### src/rtl/riscv_pkg.sv
// Shared definitions for the program loader: FSM state encoding, stream framing
// constants and a state decode helper.
package riscv_pkg;

   localparam int unsigned LEN_BYTES  = 2;
   localparam int unsigned WORD_BYTES = 4;
   localparam int unsigned WORD_W     = 8 * WORD_BYTES;

   typedef enum logic [2:0] {
      IDLE,
      LEN_LO,
      LEN_HI,
      DATA,
      WRITE,
      CHK,
      RUN,
      ERR
   } loader_state_t;

   // States in which the loader accepts bytes from the stream
   function automatic logic takes_bytes(input loader_state_t s);
      return (s == LEN_LO) || (s == LEN_HI) || (s == DATA) || (s == CHK);
   endfunction

endpackage

### src/rtl/byte_packer.sv
// Collects stream bytes into little-endian instruction words; word_ready_c pulses
// combinationally with the byte that completes a word.
module byte_packer
   import riscv_pkg::*;
(
   input  logic              clk,
   input  logic              reset,
   input  logic              clear,
   input  logic              en,
   input  logic [7:0]        data,
   output logic              word_ready_c,
   output logic [WORD_W-1:0] word_c
);

   localparam int unsigned CNT_W   = $clog2(WORD_BYTES);
   localparam int unsigned SHIFT_W = WORD_W - 8;

   logic [CNT_W-1:0]   cnt;
   logic [SHIFT_W-1:0] shift;

   // Earlier bytes slide toward the LSB so the first byte ends up in [7:0]
   always_ff @(posedge clk) begin
      if (!reset || clear) begin
         cnt   <= '0;
         shift <= '0;
      end else if (en) begin
         cnt   <= cnt + CNT_W'(1);
         shift <= {data, shift[SHIFT_W-1:8]};
      end
   end

   assign word_ready_c = en && (cnt == CNT_W'(WORD_BYTES - 1));
   assign word_c       = {data, shift};

endmodule

### src/rtl/program_loader.sv
// Streams a length-prefixed program image into instruction memory and then releases
// the core. Define LOADER_CHECKSUM_EN to require a trailing XOR checksum byte.
module program_loader
   import riscv_pkg::*;
#(
   parameter int unsigned ADDR_W = 10
) (
   input  logic              clk,
   input  logic              reset,
   input  logic              start,
   input  logic              in_valid,
   input  logic [7:0]        in_data,
   output logic              in_ready,
   output logic              imem_we,
   output logic [ADDR_W-1:0] imem_addr,
   output logic [31:0]       imem_wdata,
   output logic              core_reset,
   output logic              done,
   output logic              err
);

   localparam int unsigned CNT_W     = ADDR_W + 1;
   localparam int unsigned LEN_W     = 8 * LEN_BYTES;
   localparam logic [31:0] MAX_WORDS = 32'(1) << ADDR_W;

`ifdef LOADER_CHECKSUM_EN
   localparam loader_state_t POST_LOAD = CHK;
`else
   localparam loader_state_t POST_LOAD = RUN;
`endif

   loader_state_t     state;
   loader_state_t     state_nxt;
   logic [LEN_W-1:0]  len;
   logic [CNT_W-1:0]  word_idx;
   logic [LEN_W-1:0]  len_full_c;
   logic              take_c;
   logic              restart_c;
   logic              pack_en_c;
   logic              last_word_c;
   logic              word_ready_c;
   logic [WORD_W-1:0] word_c;
`ifdef LOADER_CHECKSUM_EN
   logic [7:0]        csum;
`endif

   assign take_c      = in_valid && in_ready;
   assign restart_c   = start && ((state == IDLE) || (state == RUN) || (state == ERR));
   assign pack_en_c   = take_c && (state == DATA);
   assign len_full_c  = {in_data, len[7:0]};
   assign last_word_c = (32'(word_idx) + 32'd1) == 32'(len);

   byte_packer u_packer (
      .clk          (clk),
      .reset        (reset),
      .clear        (restart_c),
      .en           (pack_en_c),
      .data         (in_data),
      .word_ready_c (word_ready_c),
      .word_c       (word_c)
   );

   // Next-state decode
   always_comb begin
      state_nxt = state;
      unique case (state)
         IDLE:   if (start) state_nxt = LEN_LO;
         LEN_LO: if (take_c) state_nxt = LEN_HI;
         LEN_HI: begin
            if (take_c) begin
               if (32'(len_full_c) > MAX_WORDS)  state_nxt = ERR;
               else if (len_full_c == '0)        state_nxt = POST_LOAD;
               else                              state_nxt = DATA;
            end
         end
         DATA:   if (word_ready_c) state_nxt = WRITE;
         WRITE:  state_nxt = last_word_c ? POST_LOAD : DATA;
`ifdef LOADER_CHECKSUM_EN
         CHK:    if (take_c) state_nxt = (in_data == csum) ? RUN : ERR;
`else
         CHK:    state_nxt = IDLE;
`endif
         RUN:    if (start) state_nxt = LEN_LO;
         ERR:    if (start) state_nxt = LEN_LO;
      endcase
   end

   // State, datapath and registered outputs decoded from the state being entered
   always_ff @(posedge clk) begin
      if (!reset) begin
         state      <= IDLE;
         in_ready   <= 1'b0;
         imem_we    <= 1'b0;
         imem_addr  <= '0;
         imem_wdata <= '0;
         core_reset <= 1'b1;
         done       <= 1'b0;
         err        <= 1'b0;
         len        <= '0;
         word_idx   <= '0;
`ifdef LOADER_CHECKSUM_EN
         csum       <= '0;
`endif
      end else begin
         state      <= state_nxt;
         in_ready   <= takes_bytes(state_nxt);
         imem_we    <= (state_nxt == WRITE);
         core_reset <= (state_nxt != RUN);
         done       <= (state_nxt == RUN);
         err        <= (state_nxt == ERR);

         if (state_nxt == WRITE) begin
            imem_addr  <= word_idx[ADDR_W-1:0];
            imem_wdata <= word_c;
         end

         if (restart_c) begin
            len      <= '0;
            word_idx <= '0;
         end
         if (take_c && (state == LEN_LO)) len[7:0]  <= in_data;
         if (take_c && (state == LEN_HI)) len[15:8] <= in_data;
         if (state == WRITE) word_idx <= word_idx + CNT_W'(1);

`ifdef LOADER_CHECKSUM_EN
         if (restart_c)      csum <= '0;
         else if (pack_en_c) csum <= csum ^ in_data;
`endif
      end
   end

endmodule

### config.mk
export PLATFORM = sky130hd
export DESIGN_NAME = program_loader
export DESIGN_NICKNAME = d
export VERILOG_FILES = /design/src/rtl/riscv_pkg.sv /design/src/rtl/byte_packer.sv /design/src/rtl/program_loader.sv
export SDC_FILE = /design/constraint.sdc
export NUM_CORES = 1
export LEC_CHECK = 0
export CORE_MARGIN = 5
export CORE_UTILIZATION = 55
export DETAILED_ROUTE_END_ITERATION = 7
export MAX_ROUTING_LAYER = met4
export PLACE_DENSITY = 0.82
export REMOVE_ABC_BUFFERS = 1
export SLEW_MARGIN = 5
export SYNTH_ARGS = -nofsm -noshare
export SYNTH_HDL_FRONTEND = slang
export SYNTH_SLANG_ARGS = --single-unit
### constraint.sdc
create_clock -name clk -period 2.9 [get_ports clk]
set_input_delay 0.58 -clock clk [delete_from_list [all_inputs] [get_ports clk]]
set_output_delay 0.58 -clock clk [all_outputs]
set_load 0.02 [all_outputs]
==> impl_metrics.ini, run 1 <==
[status]
status = finished clean

[route]
dr_wl_met3_um = 479
antenna_left = 0
vias = 3937
finalWirelength_um = 10270
firstDrtPassIters = 5
vias_per_cell = 5.648
route.detailed.drc = 0
wl_met2_um = 5096
routed.top_layer = met4
drt-initial-drc-count = 247
wl_met1_um = 4492
routedWlPerCell_um = 14.73

[placed_design]
gp_routability_congestion = 0.8841
dp_hpwl_um = 7089
place_ws_ps = 16.29
portBuffers = 58
placed_area_um2 = 5154

[die]
coreArea_um2 = 8093
start_util = 0.5535
rows = 33
die_area_um2 = 10050
io_pins = 59
fp.dieW_um = 100.2
die_h_um = 100.2

[finish]
nFillCells = 695
nNetsFinal = 601
seqCellArea_um2 = 2062
syn_to_final_growth_pct = 19.53
diodes = 0
layout-drive-gt1-share = 0.08446
post-route-util = 0.6616
fin_area_um2 = 5354
multiInputGateArea_um2 = 2242

[synth]
synth_cell_types = 54
ys_seq_area_frac = 0.4603
synth_top_cells_by_area = dfxtp_1, nand2_1, a21boi_0
yosys_most_used_dff = dfxtp_1
synth.most_common_cell = nand2_1
synth_seq_cells = 103
synth_cells = 538
yosys_warnings = 0
synth_area_leader_cell = dfxtp_1
synth_top_area_share = 0.4603
synthArstFlopShare = 0
syn-cell-area_um2 = 4479
synthTopCellsByCount = nand2_1, dfxtp_1, a21boi_0, a21oi_1, clkbuf_1
synth_edf_count = 0
syn_area_per_cell_um2 = 8.326

[cts]
htreeDepth = 3
clk_path_buf_depth = 2
postCtsSetupBuffers = 0
clk_latency_ps = 370
numCtsBuffers = 9
cts_sinks = 103
ctsHoldBuffers = 0
clk_pin_slew_ps = 110
clock-root-buffer = clkbuf_8
cts_resized = 0
cts_tree = done

[sta]
fin_hold_ws_ps = 462.2
setup-tns-final_ps = 0
rsz0062_at_grt = no
post-route-period-util = 0.8735
setup_viol = 0
worst_pin_slew_ps = 763.5
fin_skew_ps = 11.23
setup_ws_ps = 366.7
fmax_ghz = 0.3947
slew_viol_final = 0
period_needed_ps = 2533
finalHoldViolCount = 0
relSlewSlack = 0.4887

[min_path]
worstHoldStart = u_packer.shift[2]
worstHoldPathType = reg2reg

[pwr]
p_per_area_nw_per_um2 = 464.6
leakage_nw = 1.801
ir_drop_uv = 283.6

[global_routing]
grt_pass1_wl_um = 17310
antenna_found_initial = 0
grt_max_degree = 32
grt_pass1_vias = 3672
grt_usage = 0.2153
gr-total-overflow = 0

[setup_path]
rr_startpoint = word_idx[0]
worst-endpoint-required_ps = 3160
crit_arrival_ps = 2790
regToRegSetupSlack_ps = 490
start_kind = primary input
timing.rr.end = in_ready
cp-endpoint = in_ready
cp_max_fo = 3
critical_path_class = in2reg
rr_worst_depth = 7
startpoint = in_data[0]
cp-end-kind = flop

[job]
cap_violations = 0
where the power goes:
part / leakage, nW / total (mW) / internal [mW] / switching, mW
Combinational: 0.869 / 0.151 / 0.0674 / 0.0837
Sequential: 0.830 / 1.43 / 1.42 / 0.0121
Clock: 0.102 / 0.904 / 0.359 / 0.546
layout make-up:
cell class	count	share of cell area
flip-flops and latches	103	0.3851
multi-input cells	395	0.4188
repair buffers	76	0.1327
clock inverters	6	0.01168
clock buffers	10	0.02571
well taps	105	0.02454
inverters	2	0.001402
critical path, stage by stage:
cell and delay [ps]:
clkdlybuf4s50_1 440, or4_4 560, nor4_4 230, mux2_4 340, o221a_4 220, a21boi_2 160
o221a_1 260
stage by stage:
stage	power [mW]	instances
floorplan	1.535	500
global placement	1.609	681
detailed placement	1.613	681
CTS	2.501	697
global route	2.579	697
finish	2.487	697
logic make-up after synthesis:
family / Yosys count / share of synthesized area
xor+xnor: 14 / 0.02737
fa+ha+maj: 2 / 0.005586
buf+inv: 40 / 0.03994
mux: 4 / 0.01061
flops: 103 / 0.4603
simple gates: 233 / 0.2439
compound gates: 142 / 0.2123
layer usage:
metal	global-route usage	vias up
li1	-	1930
met1	0.2662	1883
met2	0.3603	105
met3	0.03058	19
met4	0.07461	0
met5	-	-
sequential cells by signal, summed over array words and instances, names as in the netlist, 2 cells and up:
register / count
word_idx: 11
imem_wdata: 32
imem_addr: 10
state: 3
u_packer.cnt: 2
u_packer.shift: 24
len: 16
how the worst min path moves through the flow:
stage                        end  slack (ps)  cells past startpoint
6_report       u_packer.shift[2]         460                      2
5_1_grt        u_packer.shift[2]         480                      2
4_1_cts        u_packer.shift[2]         460                      2
3_5_place_dp   u_packer.shift[2]         450                      2
3_3_place_gp   u_packer.shift[7]         440                      2
2_1_floorplan  u_packer.shift[0]         440                      2
placed cells by master, fill, tap and decap left out, drive strengths merged, types with 10 or more instances in the layout:
cell	instances
buf	19
dfxtp	103
nand3	10
nor2b	21
a21boi	49
nor2	13
o21ai	15
a21oi	41
clkdlybuf4s50	57
clkbuf	10
a22oi	18
nand2	143
(Power assumes the default switching activity.)
==> run 2: changes to the inputs <==
- HOLD_SLACK_MARGIN: default -> 0.06
- SLEW_MARGIN: 5 -> 20
==> results of run 2 <==
Final layout, timing and power as in run 1 (identical DEF).
